--- src/rtl/adc_pkt_stream.sv ---
// adc_pkt_stream: drains NUM_CH sample channels round-robin into framed packets
// (header, payload, optional CRC-16 trailer when PKT_CRC_EN is defined, idle gap).
module adc_pkt_stream #(
  parameter int NUM_CH = 8,
  parameter int DATA_W = 18,
  parameter int LEN_W  = 16,
  parameter int IDLE_W = 16
) (
  input  logic                     clk_200m,
  input  logic                     rst_200m,
  input  logic [NUM_CH*DATA_W-1:0] ch_data,
  input  logic [NUM_CH-1:0]        ch_valid,
  output logic [NUM_CH-1:0]        ch_ready,
  input  logic [NUM_CH-1:0]        rf_ch_mask,
  input  logic                     rf_capture_start,
  input  logic                     rf_capture_again,
  input  logic                     rf_capture_stop,
  input  logic [LEN_W-1:0]         rf_pkt_data_length,
  input  logic [IDLE_W-1:0]        rf_pkt_idle_length,
  input  logic [7:0]               rf_pkt_num,
  output logic [DATA_W-1:0]        ADC_DATA,
  output logic                     ADC_DATA_VALID,
  output logic                     ADC_DATA_SOP,
  output logic                     busy,
  output logic [7:0]               pkt_seq,
  output logic                     err_underrun
);

  localparam int PTR_W = (NUM_CH > 1) ? $clog2(NUM_CH) : 1;

  typedef enum logic [2:0] {S_IDLE, S_HDR, S_DATA, S_TRL, S_GAP, S_DONE} state_t;

  state_t             state_q, state_d;
  logic [PTR_W-1:0]   ptr_q, ptr_d;
  logic [LEN_W-1:0]   wcnt_q, wcnt_d, len_q, len_d, len_eff;
  logic [IDLE_W-1:0]  icnt_q, icnt_d, idle_q, idle_d;
  logic [NUM_CH-1:0]  mask_q, mask_d;
  logic [7:0]         num_q, num_d, seq_q, seq_d, sent_q, sent_d;
  logic               stop_q, stop_d, err_q, err_d;
  logic [DATA_W-1:0]  data_q, data_d, sample;
  logic               vld_q, vld_d, sop_q, sop_d;
  logic               payload_done, pkt_end;

  function automatic logic [PTR_W-1:0] lowest_ch(input logic [NUM_CH-1:0] m);
    lowest_ch = '0;
    for (int i = NUM_CH - 1; i >= 0; i--)
      if (m[i]) lowest_ch = PTR_W'(i);
  endfunction

  // Scan downwards so the smallest forward distance from p wins.
  function automatic logic [PTR_W-1:0] next_ch(input logic [NUM_CH-1:0] m,
                                               input logic [PTR_W-1:0]  p);
    int idx;
    next_ch = p;
    for (int i = NUM_CH - 1; i >= 1; i--) begin
      idx = (int'(p) + i) % NUM_CH;
      if (m[idx]) next_ch = PTR_W'(idx);
    end
  endfunction

`ifdef PKT_CRC_EN
  logic [15:0] crc_q, crc_d;
  logic [31:0] crc_ext;

  // CRC-16/CCITT over bits [15:0] of one word, MSB first.
  function automatic logic [15:0] crc16_word(input logic [15:0] c, input logic [DATA_W-1:0] d);
    logic [31:0] e;
    e = 32'(d);
    for (int b = 15; b >= 0; b--)
      c = (c[15] ^ e[b]) ? ((c << 1) ^ 16'h1021) : (c << 1);
    return c;
  endfunction

  assign crc_ext = {16'h0, crc_q};
`endif

  assign sample       = ch_data[int'(ptr_q)*DATA_W +: DATA_W];
  assign busy         = (state_q != S_IDLE) && (state_q != S_DONE);
  assign len_eff      = (len_q == '0) ? LEN_W'(1) : len_q;
  assign ADC_DATA     = data_q;
  assign ADC_DATA_VALID = vld_q;
  assign ADC_DATA_SOP = sop_q;
  assign pkt_seq      = seq_q;
  assign err_underrun = err_q;

  always_comb begin
    // NOTE: every signal driven here gets a default first, so no path can infer a latch.
    state_d = state_q;  ptr_d  = ptr_q;  wcnt_d = wcnt_q; icnt_d = icnt_q;
    mask_d  = mask_q;   len_d  = len_q;  idle_d = idle_q; num_d  = num_q;
    seq_d   = seq_q;    sent_d = sent_q; stop_d = stop_q; err_d  = err_q;
    data_d  = '0;       vld_d  = 1'b0;   sop_d  = 1'b0;   ch_ready = '0;
    payload_done = 1'b0;
    pkt_end      = 1'b0;
`ifdef PKT_CRC_EN
    crc_d = crc_q;
`endif
    if (busy && rf_capture_stop) stop_d = 1'b1;

    unique case (state_q)
      S_IDLE, S_DONE: begin
        if (rf_ch_mask != '0 &&
            (rf_capture_start || (state_q == S_DONE && rf_capture_again))) begin
          mask_d  = rf_ch_mask;
          len_d   = rf_pkt_data_length;
          idle_d  = rf_pkt_idle_length;
          num_d   = rf_pkt_num;
          ptr_d   = lowest_ch(rf_ch_mask);
          sent_d  = '0;
          state_d = S_HDR;
          if (rf_capture_start) begin
            seq_d = '0;
            err_d = 1'b0;
          end
        end
      end
      S_HDR: begin
        data_d[DATA_W-1 -: 4] = 4'hA;
        data_d[7:0]           = seq_q;
        vld_d   = 1'b1;
        sop_d   = 1'b1;
        wcnt_d  = '0;
        state_d = S_DATA;
`ifdef PKT_CRC_EN
        crc_d = 16'hFFFF;
`endif
      end
      S_DATA: begin
        if (ch_valid[ptr_q]) begin
          ch_ready[ptr_q] = 1'b1;
          data_d = sample;
          vld_d  = 1'b1;
          ptr_d  = next_ch(mask_q, ptr_q);
`ifdef PKT_CRC_EN
          crc_d = crc16_word(crc_q, sample);
`endif
          if (wcnt_q == len_eff - 1'b1) begin
`ifdef PKT_CRC_EN
            state_d = S_TRL;
`else
            payload_done = 1'b1;
`endif
          end else begin
            wcnt_d = wcnt_q + 1'b1;
          end
        end else begin
          err_d = 1'b1;
        end
      end
      S_TRL: begin
`ifdef PKT_CRC_EN
        data_d = crc_ext[DATA_W-1:0];
        vld_d  = 1'b1;
`endif
        payload_done = 1'b1;
      end
      S_GAP: begin
        if (icnt_q == idle_q - 1'b1) pkt_end = 1'b1;
        else                         icnt_d  = icnt_q + 1'b1;
      end
      default: state_d = S_IDLE;
    endcase

    if (payload_done) begin
      if (idle_q == '0) begin
        pkt_end = 1'b1;
      end else begin
        state_d = S_GAP;
        icnt_d  = '0;
      end
    end

    // stop_d already folds in a stop pulse arriving this very cycle.
    if (pkt_end) begin
      seq_d  = seq_q + 8'd1;
      sent_d = sent_q + 8'd1;
      if (stop_d || (num_q != '0 && sent_q + 8'd1 == num_q)) begin
        state_d = S_DONE;
        stop_d  = 1'b0;
      end else begin
        state_d = S_HDR;
      end
    end

    // Never pop a source while the block is being reset.
    if (rst_200m) ch_ready = '0;
  end

  // NOTE: sequential state uses non-blocking assignments so every register samples pre-edge values.
  always_ff @(posedge clk_200m) begin
    if (rst_200m) begin
      state_q <= S_IDLE; ptr_q  <= '0; wcnt_q <= '0; icnt_q <= '0;
      mask_q  <= '0;     len_q  <= '0; idle_q <= '0; num_q  <= '0;
      seq_q   <= '0;     sent_q <= '0; stop_q <= 1'b0; err_q <= 1'b0;
      data_q  <= '0;     vld_q  <= 1'b0; sop_q <= 1'b0;
`ifdef PKT_CRC_EN
      crc_q   <= '0;
`endif
    end else begin
      state_q <= state_d; ptr_q  <= ptr_d;  wcnt_q <= wcnt_d; icnt_q <= icnt_d;
      mask_q  <= mask_d;  len_q  <= len_d;  idle_q <= idle_d; num_q  <= num_d;
      seq_q   <= seq_d;   sent_q <= sent_d; stop_q <= stop_d; err_q  <= err_d;
      data_q  <= data_d;  vld_q  <= vld_d;  sop_q  <= sop_d;
`ifdef PKT_CRC_EN
      crc_q   <= crc_d;
`endif
    end
  end

endmodule

--- config.mk ---
export PLATFORM = sky130hd
export DESIGN_NAME = adc_pkt_stream
export DESIGN_NICKNAME = d
export VERILOG_FILES = /design/src/rtl/adc_pkt_stream.sv
export SDC_FILE = /design/constraint.sdc
export NUM_CORES = 1
export LEC_CHECK = 0
export ABC_CLOCK_PERIOD_IN_PS = 4450
export CAP_MARGIN = 20
export CORE_MARGIN = 8
export CORE_UTILIZATION = 30
export DETAILED_ROUTE_END_ITERATION = 16
export GPL_ROUTABILITY_DRIVEN = 1
export PLACE_DENSITY_LB_ADDON = 0.05
export SLEW_MARGIN = 10
export SYNTH_ARGS = -nofsm -noshare
export SYNTH_HDL_FRONTEND = slang
export SYNTH_SLANG_ARGS = --single-unit
--- constraint.sdc ---
create_clock -name clk_200m -period 4.45 [get_ports clk_200m]
set_input_delay 0.89 -clock clk_200m [delete_from_list [all_inputs] [get_ports clk_200m]]
set_output_delay 0.89 -clock clk_200m [all_outputs]
set_load 0.01 [all_outputs]
Yosys cells after proc, flatten, opt, wreduce, memory -nomap -nowiden
Index checks and enable logic that the tools add are counted.
- register bits after elaboration: 124
- input bits: 205
- output and inout port bits: 38
- word-level logic and storage cells: 186
- add/sub/neg operators: 13
- multipliers: 1
- $lt $le $gt $ge: 9
- equal/unequal tests: 15
- shifts and indexed selects: 1
- mux-type cells: 87
- bitwise gates (word level): 9
- reduce and logical (&&, ||, !) cells: 35
- operator list (cell ; count):
    $shiftx A144 B9 Y18 ; 1
    $mux W16 ; 7
    $mux W8 ; 10
    $mux W3 ; 22
    $lt A4 B5 Y1 const B ; 7
    $add A16 B1 Y16 const B ; 2
    $eq A16 B16 Y1 ; 2
    $logic_not A16 Y1 ; 2
    $pmux W16 S2 ; 1
    $sub A16 B1 Y16 const B ; 2
    $mux W1 ; 30
    $reduce_or A3 Y1 ; 9
    $bmux W1 S3 ; 8
    $mux W18 ; 1
    $add A8 B1 Y8 const B ; 2
    $pmux W8 S2 ; 1
    $reduce_bool A8 Y1 ; 2
    $add A3 B3 Y3 const B ; 4
    $ne A2 B2 Y1 const B ; 5
    $reduce_bool A2 Y1 ; 5
    $pmux W3 S3 ; 1
    $eq A8 B8 Y1 ; 1
    $ne A8 B8 Y1 const B ; 1
    $pmux W4 S2 ; 1
    22 further kinds ; 43

Logic depth before layout (Yosys ltp)
Gate-level depths: netlist of run 1.
- depth in word-level cells: 15
- gate-level depth with buffers: 13
- depth with buffers taken out: 11

Worst setup path after synthesis of run 1
Ideal clock, no wire load.
- path type: register -> register
- start: register len_q[8]
- end: register sent_q[7]
- library setup time: 0.121 ns
- data arrival time: 3.654 ns
- data required time: 4.329 ns
- setup slack: 0.675 ns
- stages on the path, launching flop included: 14
- path buffers: 2
- clock period less this slack: 3.775 ns
- cell sequence: dfxtp_1 -> clkbuf_1 -> nor4_1 -> a41oi_1 -> ha_1 -> nor3b_1 -> a311oi_1 -> a41oi_1 -> a311oi_1 -> o2111ai_2 -> or4_1 -> buf_2 -> nand3_4 -> mux2_2
- word-level cells in the longest chain between the ends: 10
- elaborated cells on any way between the ends: 12
- classes of those cells: add/sub (1); eq/ne (1); mux (6); reduce/logical (4)
- ends and longest elaborated chain (element ; RTL line ; text):
    from (decl) ; 35 ; logic [LEN_W-1:0] wcnt_q, wcnt_d, len_q, len_d, len_eff;
    from (signal assigned) ; 200 ; mask_q <= mask_d; len_q <= len_d; idle_q <= idle_d; num_q <= num_d;
    $logic_not A16 Y1 ; 79 ; assign len_eff = (len_q == '0) ? LEN_W'(1) : len_q;
    $mux W16 * ; 79 ;
    $sub A16 B1 Y16 * ; 136 ; if (wcnt_q == len_eff - 1'b1) begin
    $eq A16 B16 Y1 * ; 136 ;
    $mux W1 * ; 136 ;
    $mux W1 * ; 128 ; if (ch_valid[ptr_q]) begin
    $pmux W1 S2 * ; 99 ; unique case (state_q)
    $mux W1 * ; 163 ; if (payload_done) begin
    $reduce_bool A2 Y1 (no source line) ; n/a ;
    $reduce_and A2 Y1 (no source line) ; n/a ;
    to (signal assigned) ; 201 ; seq_q <= seq_d; sent_q <= sent_d; stop_q <= stop_d; err_q <= err_d;
    to (decl) ; 38 ; logic [7:0] num_q, num_d, seq_q, seq_d, sent_q, sent_d;
Every way passes the cells marked *; elsewhere a longest branch is shown, timed or not.
A chain may end at the register's enable or synchronous reset.

Final worst setup path of run 1
Same ends and word-level chain as after synthesis.

==> results.ini, run 1 <==
[final_layout]
design_area_um2 = 11900
syn_to_final_growth_pct = 39.5
fin_cells = 1634
diodes = 0
final_net_count = 1461
drive_above_1_share_pct = 10.0

[pwr]
powerDensity_nw_per_um2 = 323
p_total_mw = 3.83
irDropWorstVdd_mv = 0.273
p_leak_nw = 4.21

[placement]
port_buffers = 242
routabilityCongestion = 0.831
placed_area_um2 = 11300
placed_cells = 1603
hpwl_um = 23400

[grt]
grt_usage_pct = 18.3
grt_overflow_total = 0
grt_max_degree = 85
grt_pass1_wl_um = 49300
grt_pass1_vias = 8883
antenna_found_initial = 0

[worst_setup_path]
worstPathMaxFanout = 10
r2r_slack_ns = 0.46
arrival_ns = 4.30
cp-start-kind = flip-flop
criticalPathCategory = flip-flop to flip-flop
r2r_cells = 12
required_ns = 4.76
reg2reg_to = sent_q[7]$_SDFFE_PP0P_
r2r-start = len_q[8]$_SDFFE_PP0P_
worst_setup_path_end_kind = flip-flop

[floorplan]
die_h_um = 184
start_util_pct = 30.5
row_count = 61
fp.dieArea_um2 = 34000
dieWidth_um = 184
ioPinCount = 243
core_area_um2 = 27900

[sta]
fin_crit_ns = 3.99
rsz0062_at_grt = false
worst_slew_pin_slew_ns = 0.942
post-route-period-util_pct = 89.8
final-setup-viol-count = 0
max_slew_margin_pct = 37.2
hold_ws_ns = 0.481
fmax_mhz = 250
setup_tns_ns = 0
hold_viol = 0
drv_slew = 0
fin_skew_ns = 0.0168

[min_path]
min_path_cells = 2
whs_endpoint = num_q[0]$_SDFFE_PP0P_
hold_class = flip-flop to flip-flop
worstHoldStart = num_q[0]$_SDFFE_PP0P_

[status]
outcome = complete, no violations

[clocking]
clock-sinks = 124
cts_tree = yes
cts_resized = 0
clk_latency_ns = 0.42
cts-htree-levels = 4
path_clk_slew_ns = 0.06
clock_path_buffers = 2
cts_root_buffer = clkbuf_16
cts_hold_buffers = 0
cts_made_buffers = 17
postCtsSetupRepairBufs = 0

[yosys]
synth-edff-count = 0
synthDominantAreaCellType = dfxtp_1
ys_types = 75
synth_most_common_cell = nand2_1
synth_common_cells = nand2_1, dfxtp_1, a21oi_1
yosys-top-cells-area = dfxtp_1, mux4_2, nand2_1
async_flop_share_pct = 0
synthCells = 1032
ys_ff_latch = 124
synth_flop_cell = dfxtp_1
synth_area_um2 = 8510
yosys.area.top_type_share_pct = 29.2
ys_seq_area_share_pct = 29.2
yosysWarnings = 0
syn_avg_cell_area_um2 = 8.24
syn_nets = 1249

[routing]
ant_nets = 0
wire_per_inst_um = 18.7
drc_errors = 0
vias = 8567
avgViaCountPerCell = 5.24
first_pass_iters = 5
drt_wl_total_um = 30600
drtIter0Drc = 549

[run]
drv_cap = 0

-- cells by family after synthesis --
group	share of synthesized area [%]
buffers and inverters	4.25
adder cells (fa/ha/maj)	1.76
multiplexers	14.6
XOR/XNOR	5.35
AND/OR/NAND/NOR	26.8
AO/OA/AOI/OAI	18.0
flip-flops	29.2
-- worst max-delay path, stage by stage, from the launching register on --
cell and delay, ns:
dfxtp_1 0.52, nor4_1 0.11, buf_4 0.17, a41oi_1 0.29, ha_1 0.23, nor3b_1 0.47, and2_1 0.30, a41oi_1 0.13
a311oi_1 0.30, o2111ai_2 0.16, or4_1 0.66, nand3_4 0.21, mux2_2 0.36
-- how the worst max path moves through the flow --
stage / from / endpoint / slack, ns / depth (start not counted)
2_1_floorplan: len_q[8]$_SDFFE_PP0P_ / sent_q[7]$_SDFFE_PP0P_ / 0.68 / 13
4_1_cts: ch_valid[6] / ch_ready[7] / 0.42 / 7
3_3_place_gp: ch_valid[6] / ch_ready[7] / 0.44 / 7
6_report: len_q[8]$_SDFFE_PP0P_ / sent_q[7]$_SDFFE_PP0P_ / 0.46 / 12
3_5_place_dp: ch_valid[6] / ch_ready[7] / 0.42 / 7
5_1_grt: len_q[8]$_SDFFE_PP0P_ / sent_q[7]$_SDFFE_PP0P_ / 0.13 / 12
-- layout by cell type (no fill, tap or decap), types with 4 or more instances in the layout --
master           instances
and4_1                   4
o2111ai_1                5
xor2_1                  19
buf_4                   22
o31a_1                   4
mux2i_1                 15
mux4_2                  46
a21oi_1                 99
a22oi_1                 11
or4_1                   22
or2_2                    6
nor2_1                  47
nor3b_1                 18
nand4_1                 18
nand2_1                186
a31oi_1                  5
a311oi_1                 5
clkbuf_16               17
and3_1                  27
nor2b_1                  7
nand2b_1                 6
clkdlybuf4s50_1        241
nor4_1                  21
o221ai_1                 5
o21ai_0                 29
dfxtp_1                122
o21a_1                   8
nand3_1                 35
ha_1                    12
nor3_1                  16
o211ai_1                17
xnor2_1                 33
or3_1                   13
o31ai_1                 17
inv_1                   18
clkinv_2                 5
-- state kept, by name, indices dropped and copies added (netlist names) --
register / flops
wcnt_q: 16
idle_q: 16
state_q: 3
ptr_q: 3
num_q: 8
err_underrun: 1
len_q: 16
ADC_DATA_VALID: 1
ADC_DATA: 18
mask_q: 8
ADC_DATA_SOP: 1
pkt_seq: 8
stop_q: 1
sent_q: 8
icnt_q: 16
-- routing by layer --
layer	routed length, um	track usage, %	up-vias
li1	-	-	4271
met1	13100	21.7	4035
met4	439	4.97	0
met2	14700	30.7	238
met3	2330	6.62	23
met5	0	0	-
-- power breakdown --
group / total [mW] / switching (mW) / internal, mW
registers: 1.25 / 0.0799 / 1.17
clock network: 1.33 / 0.529 / 0.805
logic: 1.25 / 0.622 / 0.632
-- cell type report --
| type | instances | area [um2] |
|---|---|---|
| Sequential cell | 124 | 2490 |
| Timing Repair Buffer | 265 | 2600 |
| Tap cell | 378 | 473 |
| Clock inverter | 11 | 95.1 |
| Inverter | 18 | 67.6 |
| Clock buffer | 20 | 467 |
| Multi-Input combinational cell | 818 | 5670 |
| Fill cell | 2830 | 16000 |
-- stage by stage --
| step | setup WS, ns | util (%) |
|---|---|---|
| after detailed placement | 0.420 | 40.6 |
| final | 0.456 | 42.6 |
| after floorplan | 0.675 | - |
| after global placement | 0.440 | 40.6 |
| after CTS | 0.421 | 42.6 |
| after global routing | 0.127 | 42.6 |
Note: power is estimated with default switching activity, not from simulation.
==> inputs of run 2 (changes only) <==
--- a/config.mk
+++ b/config.mk
@@ -8,7 +8,7 @@
 export ABC_CLOCK_PERIOD_IN_PS = 4450
 export CAP_MARGIN = 20
 export CORE_MARGIN = 8
-export CORE_UTILIZATION = 30
+export CORE_UTILIZATION = 49
 export DETAILED_ROUTE_END_ITERATION = 16
 export GPL_ROUTABILITY_DRIVEN = 1
 export PLACE_DENSITY_LB_ADDON = 0.05
==> results.ini, run 2 (synthesis results as in run 1) <==
[worst_setup_path]
cp-start-kind = flip-flop
worstPathMaxFanout = 10
crit_path_frequent_cell = a41oi_1
criticalPathCategory = flip-flop to flip-flop
critPathTopFamily = simple AND/OR/NAND/NOR gates
crit_chain = nor4_1, a41oi_1, ha_1, nor3b_1, and2_1, a41oi_1, a311oi_1, o2111ai_2, or4_1, nand3_4, mux2_2
required_ns = 4.76
worstSetupStartpoint = len_q[8]$_SDFFE_PP0P_
cpPeakStageDelay_ns = 0.76
r2r-start = len_q[8]$_SDFFE_PP0P_
r2r_slack_ns = 0.41
endpoint = sent_q[7]$_SDFFE_PP0P_
worst-path-stages = 11
reg2reg_to = sent_q[7]$_SDFFE_PP0P_
arrival_ns = 4.35
critPathSlowestCell = or4_1
r2r_cells = 11
worst_setup_path_end_kind = flip-flop
cp_num_buf_inv = 0

[pwr]
irDropWorstVdd_mv = 0.243
p_leak_nw = 4.21
powerDensity_nw_per_um2 = 333

[final_layout]
fillers = 1465
largest_reg_flops = 18
drive_above_1_share_pct = 9.60
syn_to_final_growth_pct = 37.1
design_area_um2 = 11700
mostFrequentLayoutCell = clkdlybuf4s50_1
final_net_count = 1457
final_cell_mix = clkdlybuf4s50_1, nand2_1, dfxtp_1

[placement]
hpwl_um = 22400
dp_slack_ns = 0.376
port_buffers = 242
routabilityCongestion = 0.914
placed_area_um2 = 11100

[grt]
grt_overflow_total = 0
grt_max_degree = 65
antenna_found_initial = 1
grt_usage_pct = 26.8
grt_pass1_wl_um = 47300
grt_pass1_vias = 8756

[sta]
fin_crit_ns = 4.04
fin_skew_ns = 0.00822
setup_tns_ns = 0
rsz0062_at_grt = false
worst_slew_pin_slew_ns = 0.759
final-setup-viol-count = 0
hold_viol = 0
fmax_mhz = 247
hold_ws_ns = 0.472
post-route-period-util_pct = 90.9
setup_ws_ns = 0.406
max_slew_margin_pct = 49.3
drv_slew = 0

[floorplan]
ioPinCount = 243
die_h_um = 148
fp.dieArea_um2 = 21800
row_count = 48
core_area_um2 = 17100
dieWidth_um = 148
start_util_pct = 49.7

[routing]
ant_nets = 0
drtIter0Drc = 641
avgViaCountPerCell = 5.99
first_pass_iters = 5
wire_per_inst_um = 19.7
vias = 8848
drt_wl_total_um = 29100
drc_errors = 0

[min_path]
hold_class = flip-flop to flip-flop

[clocking]
clock-sinks = 124
cts_tree = yes
cts-htree-levels = 4
postCtsSetupRepairBufs = 0
clk_latency_ns = 0.42
cts_root_buffer = clkbuf_16
clock_path_buffers = 2
cts_made_buffers = 17
path_clk_slew_ns = 0.05

[run]
drv_cap = 0

[status]
outcome = complete, no violations

run 2: layout make-up:
| cell class | count | area [um2] | share of cell area, % |
|---|---|---|---|
| multi-input cells | 818 | 5680 | 48.7 |
| flip-flops and latches | 124 | 2480 | 21.3 |
| well taps | 225 | 282 | 2.41 |
| clock inverters | 8 | 118 | 1.01 |
| inverters | 18 | 67.6 | 0.579 |
| clock buffers | 21 | 470 | 4.03 |
| repair buffers | 261 | 2560 | 21.9 |
| diodes | 1 | 2.50 | 0.0215 |
run 2: tightest hold or removal path, cell delays in order, from the launching register on:
cell	delay, ns
dfxtp_1	0.31
nand2_1	0.06
a21oi_1	0.05
run 2: metrics by stage:
stage	total power, mW	utilization (%)	std cells
floorplan	2.08	-	1032
global placement	2.47	64.7	1446
detailed placement	2.48	64.7	1446
CTS	3.89	68.1	1475
global route	4.07	68.1	1476
finish	3.88	68.1	1476
run 2: how the worst min path moves through the flow:
| stage | slack [ns] | depth (start not counted) | startpoint | end |
|---|---|---|---|---|
| 6_report | 0.47 | 2 | num_q[0]$_SDFFE_PP0P_ | num_q[0]$_SDFFE_PP0P_ |
| 5_1_grt | 0.51 | 2 | num_q[5]$_SDFFE_PP0P_ | num_q[5]$_SDFFE_PP0P_ |
| 4_1_cts | 0.48 | 2 | num_q[0]$_SDFFE_PP0P_ | num_q[0]$_SDFFE_PP0P_ |
| 3_5_place_dp | 0.47 | 2 | num_q[0]$_SDFFE_PP0P_ | num_q[0]$_SDFFE_PP0P_ |
| 3_3_place_gp | 0.46 | 2 | num_q[0]$_SDFFE_PP0P_ | num_q[0]$_SDFFE_PP0P_ |
| 2_1_floorplan | 0.45 | 2 | num_q[0]$_SDFFE_PP0P_ | num_q[0]$_SDFFE_PP0P_ |
run 2: per-layer routing:
layer / up-vias / GRT usage (%) / routed length (um)
met2: 326 / 47.9 / 15300
met4: 0 / 8.67 / 500
met5: - / 0 / 0
met3: 39 / 6.76 / 2000
li1: 4276 / - / -
met1: 4207 / 30.6 / 11300
run 2: power by group:
part | total (mW) | switching, mW | internal (mW)
clock network | 1.41 | 0.501 | 0.911
logic | 1.22 | 0.598 | 0.625
registers | 1.25 | 0.0813 | 1.17
total | 3.88 | 1.18 | 2.70
run 2: repair_timing:
action | CTS | global route
gates resized for setup | 0 | 1
endpoints found under the hold margin | 0 | 0
hold buffers | 0 | 0
endpoints found under the setup margin | 0 | 3
